File: src/rtl/esm_pkg.sv
// Shared definitions for the dependency-matrix issue stage: default buffer
// depth, slot-index width helper and the per-slot state record.
package esm_pkg;

    localparam int BS_DEF = 16;

    // Slot-index width for a buffer of bs entries (at least one bit).
    function automatic int iw_of(input int bs);
        return (bs > 32'sd1) ? $clog2(bs) : 32'sd1;
    endfunction

    // Per-slot state as held by the issue stage at the default depth.
    typedef struct packed {
        logic              valid;
        logic              issued;
        logic [BS_DEF-1:0] dep;
    } slot_t;

endpackage

File: src/rtl/dep_issue_queue_rr_pick.sv
// Rotating-priority picker: grants the first requesting index at or after
// ptr, wrapping modulo BS. Purely combinational.
module rr_pick
    import esm_pkg::*;
#(
    parameter  int BS = BS_DEF,
    localparam int IW = iw_of(BS)
) (
    input  logic [BS-1:0] req,
    input  logic [IW-1:0] ptr,
    output logic          gnt_valid,
    output logic [IW-1:0] gnt_idx
);

    logic [IW-1:0] cand_s;

    // Scan from ptr upward; the first hit wins and later hits are ignored.
    always_comb begin
        gnt_valid = 1'b0;
        gnt_idx   = '0;
        cand_s    = '0;
        for (int o = 0; o < BS; o++) begin
            cand_s = ptr + IW'(o);
            if (!gnt_valid && req[cand_s]) begin
                gnt_valid = 1'b1;
                gnt_idx   = cand_s;
            end else begin
                gnt_valid = gnt_valid;
            end
        end
    end

endmodule

File: src/rtl/dep_issue_queue.sv
// Dependency-matrix issue stage. Each slot keeps a row of producer bits;
// completions clear a column, and slots whose row is empty are issued one
// per cycle through a registered valid/ready output.
module dep_issue_queue
    import esm_pkg::*;
#(
    parameter  int BS = BS_DEF,
    localparam int IW = iw_of(BS)
) (
    input  logic          clk,
    input  logic          rst,
    input  logic          alloc_valid,
    input  logic [IW-1:0] alloc_idx,
    input  logic [BS-1:0] alloc_dep,
    output logic          issue_valid,
    output logic [IW-1:0] issue_idx,
    input  logic          issue_ready,
    input  logic          complete_valid,
    input  logic [IW-1:0] complete_idx,
    output logic [IW:0]   occupancy,
    output logic          err
);

    localparam logic [IW-1:0] ONE_IW = IW'(1);

    // Number of set bits in a slot-valid vector.
    function automatic logic [IW:0] popcount(input logic [BS-1:0] v);
        logic [IW:0] c;
        c = '0;
        for (int i = 0; i < BS; i++) begin
            c = c + {{IW{1'b0}}, v[i]};
        end
        return c;
    endfunction

    logic [BS-1:0] valid_r, issued_r;
    logic [BS-1:0] dep_r [BS];
    logic [BS-1:0] valid_s, issued_s;
    logic [BS-1:0] dep_s [BS];
    logic [BS-1:0] valid_mid_s;
    logic [BS-1:0] onehot_s;
    logic [BS-1:0] req_s;
    logic [IW-1:0] rr_ptr_r, rr_ptr_s;
    logic          issue_valid_r, issue_valid_s;
    logic [IW-1:0] issue_idx_r, issue_idx_s;
    logic [IW:0]   occupancy_r, occupancy_s;
    logic          err_r, err_s;
    logic          comp_ok_s;
    logic          load_s;
    logic          gnt_valid_s;
    logic [IW-1:0] gnt_idx_s;

    // Ready vector from registered state only, so same-cycle updates wait a cycle.
    always_comb begin
        req_s = '0;
        for (int i = 0; i < BS; i++) begin
            req_s[i] = valid_r[i] & ~issued_r[i] & ~(|dep_r[i]);
        end
    end

    rr_pick #(
        .BS(BS)
    ) u_pick (
        .req       (req_s),
        .ptr       (rr_ptr_r),
        .gnt_valid (gnt_valid_s),
        .gnt_idx   (gnt_idx_s)
    );

    // Next-state: completion first, then allocation, then output-register load.
    always_comb begin
        valid_s       = valid_r;
        issued_s      = issued_r;
        dep_s         = dep_r;
        rr_ptr_s      = rr_ptr_r;
        issue_valid_s = issue_valid_r;
        issue_idx_s   = issue_idx_r;
        err_s         = err_r;
        onehot_s      = '0;
        onehot_s[alloc_idx] = 1'b1;

        comp_ok_s = complete_valid & valid_r[complete_idx] & issued_r[complete_idx];
        if (comp_ok_s) begin
            for (int i = 0; i < BS; i++) begin
                dep_s[i][complete_idx] = 1'b0;
            end
            valid_s[complete_idx]  = 1'b0;
            issued_s[complete_idx] = 1'b0;
        end else if (complete_valid) begin
            err_s = 1'b1;
        end else begin
            err_s = err_s;
        end

        // Dependencies are masked against slots still live after completion,
        // which also drops a bit for a producer completing this very cycle.
        valid_mid_s = valid_s;
        if (alloc_valid) begin
            if (valid_mid_s[alloc_idx]) begin
                err_s = 1'b1;
            end else begin
                valid_s[alloc_idx]  = 1'b1;
                issued_s[alloc_idx] = 1'b0;
                dep_s[alloc_idx]    = alloc_dep & valid_mid_s & ~onehot_s;
            end
        end else begin
            err_s = err_s;
        end

        // A picked slot is valid and un-issued in registered state, so neither
        // a legal completion nor a legal allocation can target it this cycle.
        load_s = ~issue_valid_r | issue_ready;
        if (load_s) begin
            issue_valid_s = gnt_valid_s;
            if (gnt_valid_s) begin
                issued_s[gnt_idx_s] = 1'b1;
                issue_idx_s         = gnt_idx_s;
                rr_ptr_s            = gnt_idx_s + ONE_IW;
            end else begin
                issue_idx_s = issue_idx_r;
            end
        end else begin
            issue_valid_s = issue_valid_r;
        end

        occupancy_s = popcount(valid_s);
    end

    // State and output registers with asynchronous reset.
    always_ff @(posedge clk or posedge rst) begin
        if (rst) begin
            valid_r       <= '0;
            issued_r      <= '0;
            for (int i = 0; i < BS; i++) begin
                dep_r[i] <= '0;
            end
            rr_ptr_r      <= '0;
            issue_valid_r <= 1'b0;
            issue_idx_r   <= '0;
            occupancy_r   <= '0;
            err_r         <= 1'b0;
        end else begin
            valid_r       <= valid_s;
            issued_r      <= issued_s;
            for (int i = 0; i < BS; i++) begin
                dep_r[i] <= dep_s[i];
            end
            rr_ptr_r      <= rr_ptr_s;
            issue_valid_r <= issue_valid_s;
            issue_idx_r   <= issue_idx_s;
            occupancy_r   <= occupancy_s;
            err_r         <= err_s;
        end
    end

    assign issue_valid = issue_valid_r;
    assign issue_idx   = issue_idx_r;
    assign occupancy   = occupancy_r;
    assign err         = err_r;

endmodule

File: config.mk
export PLATFORM = sky130hd
export DESIGN_NAME = dep_issue_queue
export DESIGN_NICKNAME = d
export VERILOG_FILES = /design/src/rtl/esm_pkg.sv /design/src/rtl/dep_issue_queue_rr_pick.sv /design/src/rtl/dep_issue_queue.sv
export SDC_FILE = /design/constraint.sdc
export NUM_CORES = 1
export LEC_CHECK = 0
export ABC_AREA = 1
export BUFFER_PORTS_ARGS = -buffer_cell sky130_fd_sc_hd__clkbuf_2
export CORE_UTILIZATION = 45
export CTS_BUF_LIST = sky130_fd_sc_hd__clkbuf_16
export CTS_CLUSTER_DIAMETER = 150
export DETAILED_ROUTE_END_ITERATION = 10
export MAX_ROUTING_LAYER = met4
export PLACE_DENSITY_LB_ADDON = 0.12
export SLEW_MARGIN = 40
export SYNTH_ARGS = -nofsm -noshare
export SYNTH_HDL_FRONTEND = slang
export SYNTH_SLANG_ARGS = --single-unit
File: constraint.sdc
create_clock -name clk -period 10.2 [get_ports clk]
set_input_delay 0.51 -clock clk [delete_from_list [all_inputs] [get_ports clk]]
set_output_delay 0.51 -clock clk [all_outputs]
set_load 0.05 [all_outputs]
==> results of run 1 <==
## cell families (layout without fill, tap and decap cells)
family                   Yosys count  count (layout)  synth area share [%]
AO/OA/AOI/OAI                    310             310                 9.797
XOR/XNOR                           7               7                0.3771
adder cells (fa/ha/maj)           26              26                 2.194
buffers and inverters            387             414                 8.837
flip-flops                       303             303                 41.55
AND/OR/NAND/NOR                 1643            1643                 37.25
## routing by layer
layer | vias up | wire (um) | GRT usage [%]
met5 | - | 0 | -
met4 | 0 | 2615 | 13.29
met3 | 110 | 5234 | 5.353
met2 | 741 | 29140 | 51.04
met1 | 8307 | 30180 | 47.02
li1 | 8487 | - | -
## layout make-up
| class | count | area (um^2) |
|---|---|---|
| fillers | 4066 | 19700 |
| multi-input cells | 1986 | 9166 |
| flip-flops and latches | 303 | 7584 |
| inverters | 275 | 1045 |
| clock buffers | 38 | 950.9 |
| well taps | 525 | 656.9 |
| repair buffers | 72 | 454.2 |
| clock inverters | 29 | 271.5 |
## power groups by stage
stage	clock, mW	sequential [mW]	combinational, mW
floorplan	0	1.76	2.62
global placement	0	1.76	3.66
detailed placement	0	1.76	3.70
CTS	1.36	1.75	3.72
global route	1.40	1.79	4.19
finish	1.34	1.76	3.76
## state kept, by name, summed over array words and instances, names as in the netlist
signal	cells
issue_idx	4
dep_r	256
rr_ptr_r	4
issued_r	16
issue_valid	1
valid_r	16
occupancy	5
err	1
## how the worst max path moves through the flow
stage                          startpoint      endpoint  depth (start not counted)  slack, ns
after detailed placement  complete_idx[1]  occupancy[2]                         29       2.76
final                         issued_r[2]  occupancy[4]                         27       3.19
after global placement    complete_idx[1]  occupancy[2]                         29       2.74
after global routing          issued_r[5]  occupancy[4]                         27       2.73
after CTS                      valid_r[7]  occupancy[4]                         26       3.23
after floorplan                       rst      dep_r[0]                          1       1.32
## worst register-to-register path: stages (launching register included)
cell and delay (ns):
dfrtp_1 0.43, o22ai_1 0.11, o21ai_0 0.21, nand3_1 0.11, nor2_1 0.12, nand2_2 0.13, nor2_1 0.27, nand2_1 0.54
nand2_1 0.30, o22ai_1 0.13, nor2_1 0.17, o22ai_1 0.12, a21oi_2 0.16, nand2_2 0.37, nor2_2 0.21, buf_4 0.33
inv_1 0.17, nand2_1 0.14, fa_1 0.47, fa_1 0.53, fa_1 0.55, inv_1 0.06, fa_1 0.44, inv_1 0.06
ha_1 0.17, inv_1 0.06, fa_1 0.39, o21ai_0 0.21
## placed cells by master, fill, tap and decap left out, drive strengths merged, types with 2 or more instances in the layout
cell	count
nand2	1033
nor2	356
dfrtp	303
inv	280
o21ai	203
nand3	170
clkbuf	77
nand4	67
o31ai	63
buf	33
o22ai	24
clkinv	18
ha	16
fa	10
a21oi	10
nand3b	8
nor3	8
xor2	5
bufinv	4
o211ai	3
o21a	3
xnor2	2
clkinvlp	2
==> impl_summary.md, run 1 <==
Synth
The number of different library cells in the post-synthesis netlist is 45. The number of nets handed over by synthesis was 2731. The mean area per synthesized cell is 6.820 um^2. The number of instances in the synthesized netlist is 2676. The sequential area share after synthesis is 41.55%. The count of synthesis-stage warnings from yosys is 0. The most used standard cell by instance count after synthesis is nand2_1.

The cell area that synthesis handed to floorplanning was 18250 um^2. The cell taking the most area after synthesis is dfrtp_1. Sorting the synthesized cells by how often they occur yields 1024 x nand2_1, 333 x nor2_1, 303 x dfrtp_1, 255 x inv_1, 164 x nand3_1. Of all flip-flops after synthesis, the portion carrying an async set or reset was 100.0%. Yosys attributes the largest share of cell area to dfrtp_1 42%, nand2_1 21%, nor2_1 6.8%. The number of enable flip-flop cells after synthesis is 0. The flip-flop cell with the highest count after synthesis is dfrtp_1. After synthesis the netlist holds a flip-flop and latch count of 303.

The top cell type by area accounts for 41.55% of the synthesized area.

STA
The number of endpoints failing setup at the final stage is 0. For the pin with the worst max-slew slack, the measured transition is 0.8410 ns. The remaining max-slew budget at the tightest pin is 43.73%. The post-route worst hold slack is 0.03956 ns. Derived from the worst setup path, the maximum achievable clock frequency is 0.1427 GHz.

The worst clock skew on the final layout is 0.02609 ns. The count of endpoints failing hold in the final timing report is 0. The clock period minus final worst setup slack is 7.008 ns. The setup TNS is 0 ns.

Setup repair after global routing left no endpoint under its margin. Of the available clock period, the critical path in the final layout requires 68.70%. The worst path setup slack after routing is 3.192 ns.

The final number of max-transition violations was 0.

Final layout
For this run, the post-layout net count is 2731. The count of inserted antenna diode cells is 0. At the end of the flow the core is filled with cells to 50.54%. Summing all non-filler instances in the final layout gives an area of 20130 um^2. The number of standard cells in the final layout excluding fillers is 3228. In the final layout, the share of cells above drive strength 1 is 7.695%. Compared with the post-synthesis result, the final layout area differs by 10.29%.

Worst setup path
The end of the worst register-to-register path is occupancy[4]. The worst register-to-register path begins at issued_r[2]. The worst endpoint data arrival time is 7.48 ns. Data on the critical path is required at its endpoint by 10.67 ns. The maximum single-stage delay on the critical path is 0.55 ns. The worst setup path is of the flop to flop kind. Setup slack on the worst reg-to-reg path comes out at 3.19 ns. The maximum fanout encountered on the critical timing path is 31. The worst reg2reg path depth is 27. The number of buffer and inverter stages on the critical path is 5. The cell repeated most along the worst path is fa_1. The critical-path cell with the highest stage delay is fa_1. The element type at the critical path start is a flop.

Broken down by cell family, the worst path's largest delay share belongs to adder cells. The type of element capturing the critical path is a flop.

Clock tree
The total number of H-tree levels is 2. The CTS root buffer is clkbuf_16. The CTS tree is done. The maximum buffer depth of the clock tree is 3.

The clock-pin slew on the worst setup and hold paths is 0.06 ns. For this design, the CTS-stage hold fixing added 0 buffers. The total number of clock tree sinks is 303. The number of buffers created by CTS is 38. Once the clock tree was built, the resizer swapped 0 gates to a different size. At the later pin of the worst-skew pair, clock insertion delay measures 0.57 ns. After clock tree synthesis, the setup repair step added 0 buffers.

Global routing
The global route total overflow is 0. The initial antenna violation count is 0. In the global route stage, overall resource usage came out at 34.33%. Entering global routing, the biggest net connects 98 pins.

The via count of the first global-routing pass came to 16410. The first global-routing pass estimated 102000 um of wire.

Pwr
Cell internal power was estimated by the tool at 3.401 mW. The power share of the combinational group is 54.8%. The clock network fraction of design power is 19.5%.

Registers are responsible for 25.6% of the overall power. The net switching power is 3.452 mW. The overall power after layout is 6.853 mW. The static leakage power is 10.31 nW.

The switching share of power is 50.37%. Power spread over the standard cell area amounts to 340.4 nW/um^2. The peak supply drop is 266.9 uV.

Status
The flow ran to the end, and the final reports show no timing, DRC or antenna violations.

Detailed routing
After detailed routing, the average wire length per cell comes to 20.81 um. The total number of vias is 17650. Once detail routing completed, the nets flagged for antenna violations numbered 0. The first-pass detailed-route iteration total is 6. The final layout contains routed wiring with a total length of 67170 um. After detailed routing, the number of vias per cell comes to 5.466.

In this run, the number of DRC markers left after iteration 0 of detailed routing was 1632. The number of DRC violations after detailed routing is 0.

Placement
The worst setup slack after placement is 2.761 ns. The count of input and output buffers is 39. The post-place instance area is 18900 um^2. Counting tap cells, the placed design contains a total of 3161 instances. The routability congestion estimate is 0.9631. Once detailed placement completed, the half-perimeter wirelength came to 49500 um.

Floorplanning
The full die area is 41370 um^2. The floorplan has 73 rows. The placeable core region is 39820 um^2. The height of the die is 203.4 um. The count of pins on the block boundary is 40.

The starting density of the core is 45.83%. The x dimension of the die is 203.4 um.

Worst hold path
The type of the worst min-delay path is input pin to asynchronous set/reset pin.

Job
Across the run, the number of max-cap violations was 0.
(Power assumes the default switching activity.)
==> run 2: changes to the inputs <==
==> constraint.sdc (replaced) <==
create_clock -name clk -period 6.1 [get_ports clk]
set_input_delay 0.305 -clock clk [delete_from_list [all_inputs] [get_ports clk]]
set_output_delay 0.305 -clock clk [all_outputs]
set_load 0.05 [all_outputs]
==> run 2 against run 1 <==
Maximum frequency rose by 22%; register-to-register slack got worse by 2.8 ns; largest cell class unchanged; non-clock buffer count rose by 42; die area did not move; clock skew rose by 0.0084 ns; critical path depth rose by 1; worst hold slack improved by 0.0049 ns; first-iteration DRC count rose by 1.4%; final cell count rose by 1.3%; final area rose by 1.5%; critical path type unchanged.
==> impl_summary.md, run 2 (synthesis results as in run 1) <==
Global routing
The via count of the first global-routing pass is 17040. Global routing used 34.04% of the available tracks across all layers. The largest net degree at the start of global routing is 111. The global-route wire length before repair is 102700 um. Summed over all layers, the global routing overflow is 0. The initial antenna violation count was 0.

Worst setup path
The maximum fanout encountered on the critical timing path is 9. Counting cells, the worst reg-to-reg path comes to 28. On the worst path, the slowest cell contributes a delay of 0.59 ns. The critical-path cell with the highest stage delay is fa_1. The startpoint identified for the worst register-to-register timing path is valid_r[6]. The worst setup path is captured at a flop. The worst setup path is launched from a flop. Setup slack on the worst reg-to-reg path comes out at 0.36 ns. The required time at the worst-slack endpoint is 6.56 ns. Data arrives at the worst endpoint at 6.20 ns. The critical path in this run is classified as flop to flop. The endpoint identified for the worst register-to-register timing path is occupancy[2].

Pwr
Summed over all cells, the static leakage comes to 10.48 nW. The internal power of the cells is 5.619 mW. The power share of the sequential group is 25.9%. In this run the power density over the cells is 557.0 nW/um^2. The overall power after layout is 11.37 mW.

Summed over all nets, the switching power comes to 5.755 mW. VDD sags by at most 761.6 uV. Combinational cells account for 55.6% of the total power. The switching share of power is 50.60%. The clock network burns 18.5% of the power.

Final layout
The library cell used most frequently in the layout, excluding fill and tap cells, is nand2_1. Ranked by flip-flop count, first place goes to dep_r. The count of inserted antenna diode cells is 0.

The final core utilization is 51.28%. In the layout the commonest cells are 1024 x nand2_1, 314 x nor2_1, 302 x dfrtp_1. In the final layout, the registers with the most flip-flops are dep_r (256), issued_r (16), valid_r (16). The layout-stage area growth over the synthesis result is 11.89%. The finished cells cover 20420 um^2. The fraction of final layout cells with drive strength greater than 1 is 9.107%. The flip-flop count of the largest register after layout is 256. The final layout contains 2772 nets.

Detailed routing
The number of DRC violations after detailed routing is 0. The via density per instance is 5.447. The routed design has 66560 um of wire. Before antenna repair, the detailed router went through 5 iterations. For this block, the initial DRC count from the detailed router was 1655.

The average wire length per cell after detail routing is 20.35 um. Detailed routing inserted a total of 17810 vias. The residual antenna-violating net count after detailed routing is 0.

Clock tree
The CTS tree is done. The post-CTS setup-driven buffer insertion count is 0. At the later pin of the worst-skew pair, clock insertion delay measures 0.57 ns. The total number of H-tree levels is 2.

The CTS root buffer is clkbuf_16. The clock-pin slew on the worst setup and hold paths is 0.06 ns. The number of buffers created by CTS is 37. The clock passes through at most 3 buffers. The total number of clock tree sinks is 303.

Floorplanning
The height of the die is 203.4 um. The full die area is 41370 um^2. The number of placement rows is 73.

The starting density of the core is 45.83%. Pin placement for this block handled 40 I/O pins. In this run the standard cell core region covers 39820 um^2. The x dimension of the die is 203.4 um.

Worst hold path
The min-delay analysis places its worst path in the category input pin to flop. The count of cells along the worst hold path is 3. In this run the most critical hold path is launched from alloc_valid. The worst hold path terminates at err.

STA
The remaining max-slew budget at the tightest pin is 45.04%. The transition time at the pin with the least slew margin is 0.8235 ns. Clock skew on the completed layout was measured at 0.03447 ns. The maximum operating frequency is 0.1743 GHz. Setup violations remaining at the end of the flow were counted as 0. The smallest clock period supported by the final layout is computed as 5.736 ns. The final number of max-transition violations is 0. The worst path uses 94.04% of the clock period. The count of endpoints failing hold in the final timing report is 0.

Placement
The count of input and output buffers is 39. The detailed-placement wirelength estimate is 49090 um. The congestion estimate from routability-driven global placement came to 1.000.

The post-place instance area is 19240 um^2.

Status
The flow ran to the end, and the final reports show no timing, DRC or antenna violations.

Job
The count of maximum capacitance violations is 0.
-- run 2: changes by cell type in the layout (fill, tap and decap cells not counted), sizes merged --
cell         before  now
buf              33   73
bufinv            4    1
clkinv           18   20
clkinvlp          2    3
dlygate4sd3       0    2
-- run 2: how the worst max path moves through the flow --
stage                               start            to  slack (ns)
after CTS                     issued_r[7]  occupancy[2]        0.40
after global placement    complete_idx[1]  occupancy[2]        0.16
final                          valid_r[6]  occupancy[2]        0.36
after global routing          issued_r[7]  occupancy[4]      -0.005
after floorplan           complete_idx[1]  occupancy[2]        0.76
after detailed placement  complete_idx[1]  occupancy[4]        0.13
-- run 2: metrics by stage --
stage | TNS (ns) | hold WS, ns | setup slack [ns] | cells
floorplan | 0 | 0.4014 | 0.7648 | 2676
global placement | 0 | 0.4655 | 0.1580 | 3199
detailed placement | 0 | 0.3076 | 0.1315 | 3201
CTS | 0 | 0.02612 | 0.3986 | 3270
global route | -0.005140 | 0.07353 | -0.005140 | 3270
finish | 0 | 0.04444 | 0.3637 | 3270
-- run 2: layout make-up --
cell class                 count  area [um^2]
tap                          525        656.9
clock inverter                29        185.2
sequential                   303         7584
inverter                     275         1041
timing repair buffer         114        817.0
fill                        4012        19400
clock buffer                  38        950.9
multi-input combinational   1986         9186
-- run 2: layer usage --
metal | routed length, um | part of all wire, % | vias up | GRT usage (%)
met2 | 29840 | 45 | 646 | 51.82
met5 | 0 | 0 | - | -
met1 | 30140 | 45 | 8499 | 46.66
met4 | 2042 | 3.1 | 0 | 11.33
li1 | - | - | 8578 | -
met3 | 4528 | 6.8 | 90 | 4.762
-- run 2: power by group through the flow --
stage | clock network (mW) | logic (mW) | registers [mW]
final | 2.10 | 6.32 | 2.95
after global routing | 2.21 | 7.01 | 3.01
after CTS | 2.14 | 6.24 | 2.94
after detailed placement | 0 | 6.20 | 2.97
after global placement | 0 | 6.07 | 2.96
after floorplan | 0 | 4.38 | 2.94
-- run 2: timing repair --
action                                 CTS  global route
endpoints found under the hold margin   18             0
resized for setup                        0             6
hold buffers                             2             0
setup endpoints to repair                0             2
-- run 2: critical path: cells and delay by family (launching register included) --
kind / cells / cell delay, ns
flip-flops: 1 / 0.42
AO/OA/AOI/OAI: 5 / 0.73
AND/OR/NAND/NOR: 9 / 0.99
buffers and inverters: 7 / 0.71
adder cells (fa/ha/maj): 6 / 2.60
XOR/XNOR: 1 / 0.19
==> run 3: changes to the inputs <==
--- a/config.mk
+++ b/config.mk
@@ -7,7 +7,7 @@
 export LEC_CHECK = 0
 export ABC_AREA = 1
 export BUFFER_PORTS_ARGS = -buffer_cell sky130_fd_sc_hd__clkbuf_2
-export CORE_UTILIZATION = 45
+export CORE_UTILIZATION = 58
 export CTS_BUF_LIST = sky130_fd_sc_hd__clkbuf_16
 export CTS_CLUSTER_DIAMETER = 150
 export DETAILED_ROUTE_END_ITERATION = 10
==> run 3 against run 2 <==
Clock-buffer cell count decreased by 2; critical path depth is 1 lower; critical path type unchanged; highest routed layer unchanged; via count increased by 1.7%.
==> impl_summary.md, run 3 (synthesis results as in run 1) <==
Global routing
The largest net degree at the start of global routing is 97. The via count of the first global-routing pass is 16850. The global-route wire length before repair is 95140 um. In the global route stage, overall resource usage came out at 40.81%. The initial antenna violation count is 0. The global route total overflow is 0.

Worst setup path
The type of element capturing the critical path is a flop. The element type at the critical path start is a flop. The worst endpoint data arrival time is 6.20 ns. The maximum fanout encountered on the critical timing path is 11.

The classification of the worst setup path is flop to flop. STA puts the critical path data required time at 6.53 ns.

STA
The count of endpoints failing hold in the final timing report is 0. Clock skew on the completed layout was measured at 0.02941 ns. The worst path setup slack after routing is 0.3356 ns. Setup violations remaining at the end of the flow were counted as 0. Setup total negative slack on the finished layout was measured at 0 ns. The transition time at the pin with the least slew margin is 0.7951 ns. The remaining max-slew budget at the tightest pin is 46.43%. For this run, the top clock speed supported by timing is 0.1735 GHz. The clock period minus final worst setup slack is 5.764 ns. The tightest hold path in the finished design has a slack of 0.1199 ns. Dividing the final minimum period by the clock period gives 94.50%. The final number of max-transition violations is 0.

Floorplanning
The x dimension of the die is 179.4 um. Measured along the y axis, the die boundary spans 179.4 um. The number of placement rows is 64. The floorplan step defined a core boundary enclosing 30750 um^2.

The starting density of the core is 59.35%. The count of pins on the block boundary is 40. The full die area is 32180 um^2.

Placement
Once detailed placement completed, the half-perimeter wirelength came to 46180 um. Routability-driven placement finished with a final weighted congestion of 1.011. Input and output buffers added on the ports amount to 39. The post-place instance area is 18970 um^2. Before CTS, the worst setup slack after placement is -0.02463 ns.

Clock tree
The post-CTS setup-driven buffer insertion count is 0. Clock-pin slew was measured on the worst setup and hold paths at 0.06 ns. The maximum buffer depth of the clock tree is 3. The clock tree synthesis step divided the H-tree into 2 levels. The number of buffers created by CTS is 36. The tree built by TritonCTS fans out to 303 sinks. The tree is rooted in a clkbuf_16.

The CTS tree is done. The clock reaches the later pin of the worst-skew pair after 0.54 ns.

Pwr
The power density of the placed cells is 560.4 nW/um^2. The peak supply drop is 943.6 uV. The overall power after layout is 11.30 mW. The analysis attributes to cell leakage a power of 10.44 nW.

Final layout
The fraction of final layout cells with drive strength greater than 1 is 8.648%. In the final design database the tool counted 2760 nets. The register bank with the most flops is dep_r.

The most common library cell in the layout ignoring fill and taps is nand2_1. The count of inserted antenna diode cells is 0. Summing all non-filler instances in the final layout gives an area of 20160 um^2. The flip-flop count of the largest register after layout is 256. The layout-stage area growth over the synthesis result is 10.48%.

In the layout the commonest cells are 1024 x nand2_1, 316 x nor2_1, 302 x dfrtp_1. In the final layout, the registers with the most flip-flops are dep_r (256), issued_r (16), valid_r (16).

Detailed routing
In this run the remaining antenna-violating nets after routing total 0. The total number of vias is 18120. The pre-antenna-repair detailed-routing pass consisted of 6 iterations.

For this block, the routed nets add up to 62710 um of wire. After the first detailed-routing iteration, the DRC count stood at 1971. After detailed routing, the number of remaining DRC violations is 0. After detailed routing, the average wire length per cell comes to 20.07 um. The via density per instance is 5.799.

Worst hold path
The tightest min-delay check is of the input pin to flop type.

Status
The flow ran to the end, and the final reports show no timing, DRC or antenna violations.

Job
The tool flagged a number of max-cap violations equal to 0.
-- run 3: cell type report --
type	instances	area, um^2
clock buffer	36	900.9
clock inverter	26	236.5
fill	2728	10590
inverter	275	1041
multi-input combinational	1986	9180
sequential	303	7584
tap	396	495.5
timing repair buffer	103	725.7
-- run 3: repair_timing --
item                                   in CTS  in global routing
endpoints found under the hold margin      17                  0
resized for setup                           0                 10
hold buffers                                2                  0
setup endpoints to repair                   0                  4
-- run 3: worst max-delay path, stage by stage, from the launching register on --
cell	delay [ns]
dfrtp_1	0.45
o22ai_1	0.12
o21ai_0	0.17
nand3_1	0.11
nor2_2	0.15
nand2_4	0.14
nor2_2	0.16
nand2_1	0.08
nand2_1	0.16
o22ai_1	0.10
nor2_1	0.14
o21ai_1	0.10
a21oi_2	0.22
nand2_4	0.12
buf_12	0.17
nor2_2	0.11
inv_1	0.09
nand2_1	0.12
fa_1	0.46
fa_1	0.52
fa_1	0.57
inv_1	0.06
fa_1	0.44
inv_1	0.07
ha_1	0.17
inv_1	0.06
fa_1	0.40
o21ai_0	0.19
-- run 3: path summary, 6_finish.rpt --
path,start,endpoint,slack [ns],cells after the start
max,issued_r[1],occupancy[4],0.34,27
min,alloc_valid,err,0.12,3
max reg2reg,issued_r[1],occupancy[4],0.34,27
min reg2reg,issue_idx[1],issue_idx[1],0.48,2
max in group asynchronous,rst,dep_r[155],4.07,5
min in group asynchronous,rst,dep_r[55],0.31,3
-- run 3: report_power, final --
part | internal, mW | switching, mW
registers | 2.58 | 0.350
clock network | 1.24 | 0.865
logic | 1.84 | 4.42
-- run 3: stage by stage --
stage | util [%] | instances
floorplan | - | 2676
global placement | 61.43 | 3060
detailed placement | 61.69 | 3061
CTS | 65.46 | 3125
global route | 65.57 | 3125
finish | 65.57 | 3125
-- run 3: routing by layer --
layer | up-vias | GRT usage [%] | share of wire, % | routed length [um]
met3 | 150 | 6.371 | 9.1 | 5701
met2 | 931 | 60.82 | 44 | 27790
met5 | - | - | 0 | 0
met1 | 8502 | 55.17 | 42 | 26360
met4 | 0 | 17.82 | 4.5 | 2848
li1 | 8539 | - | - | -
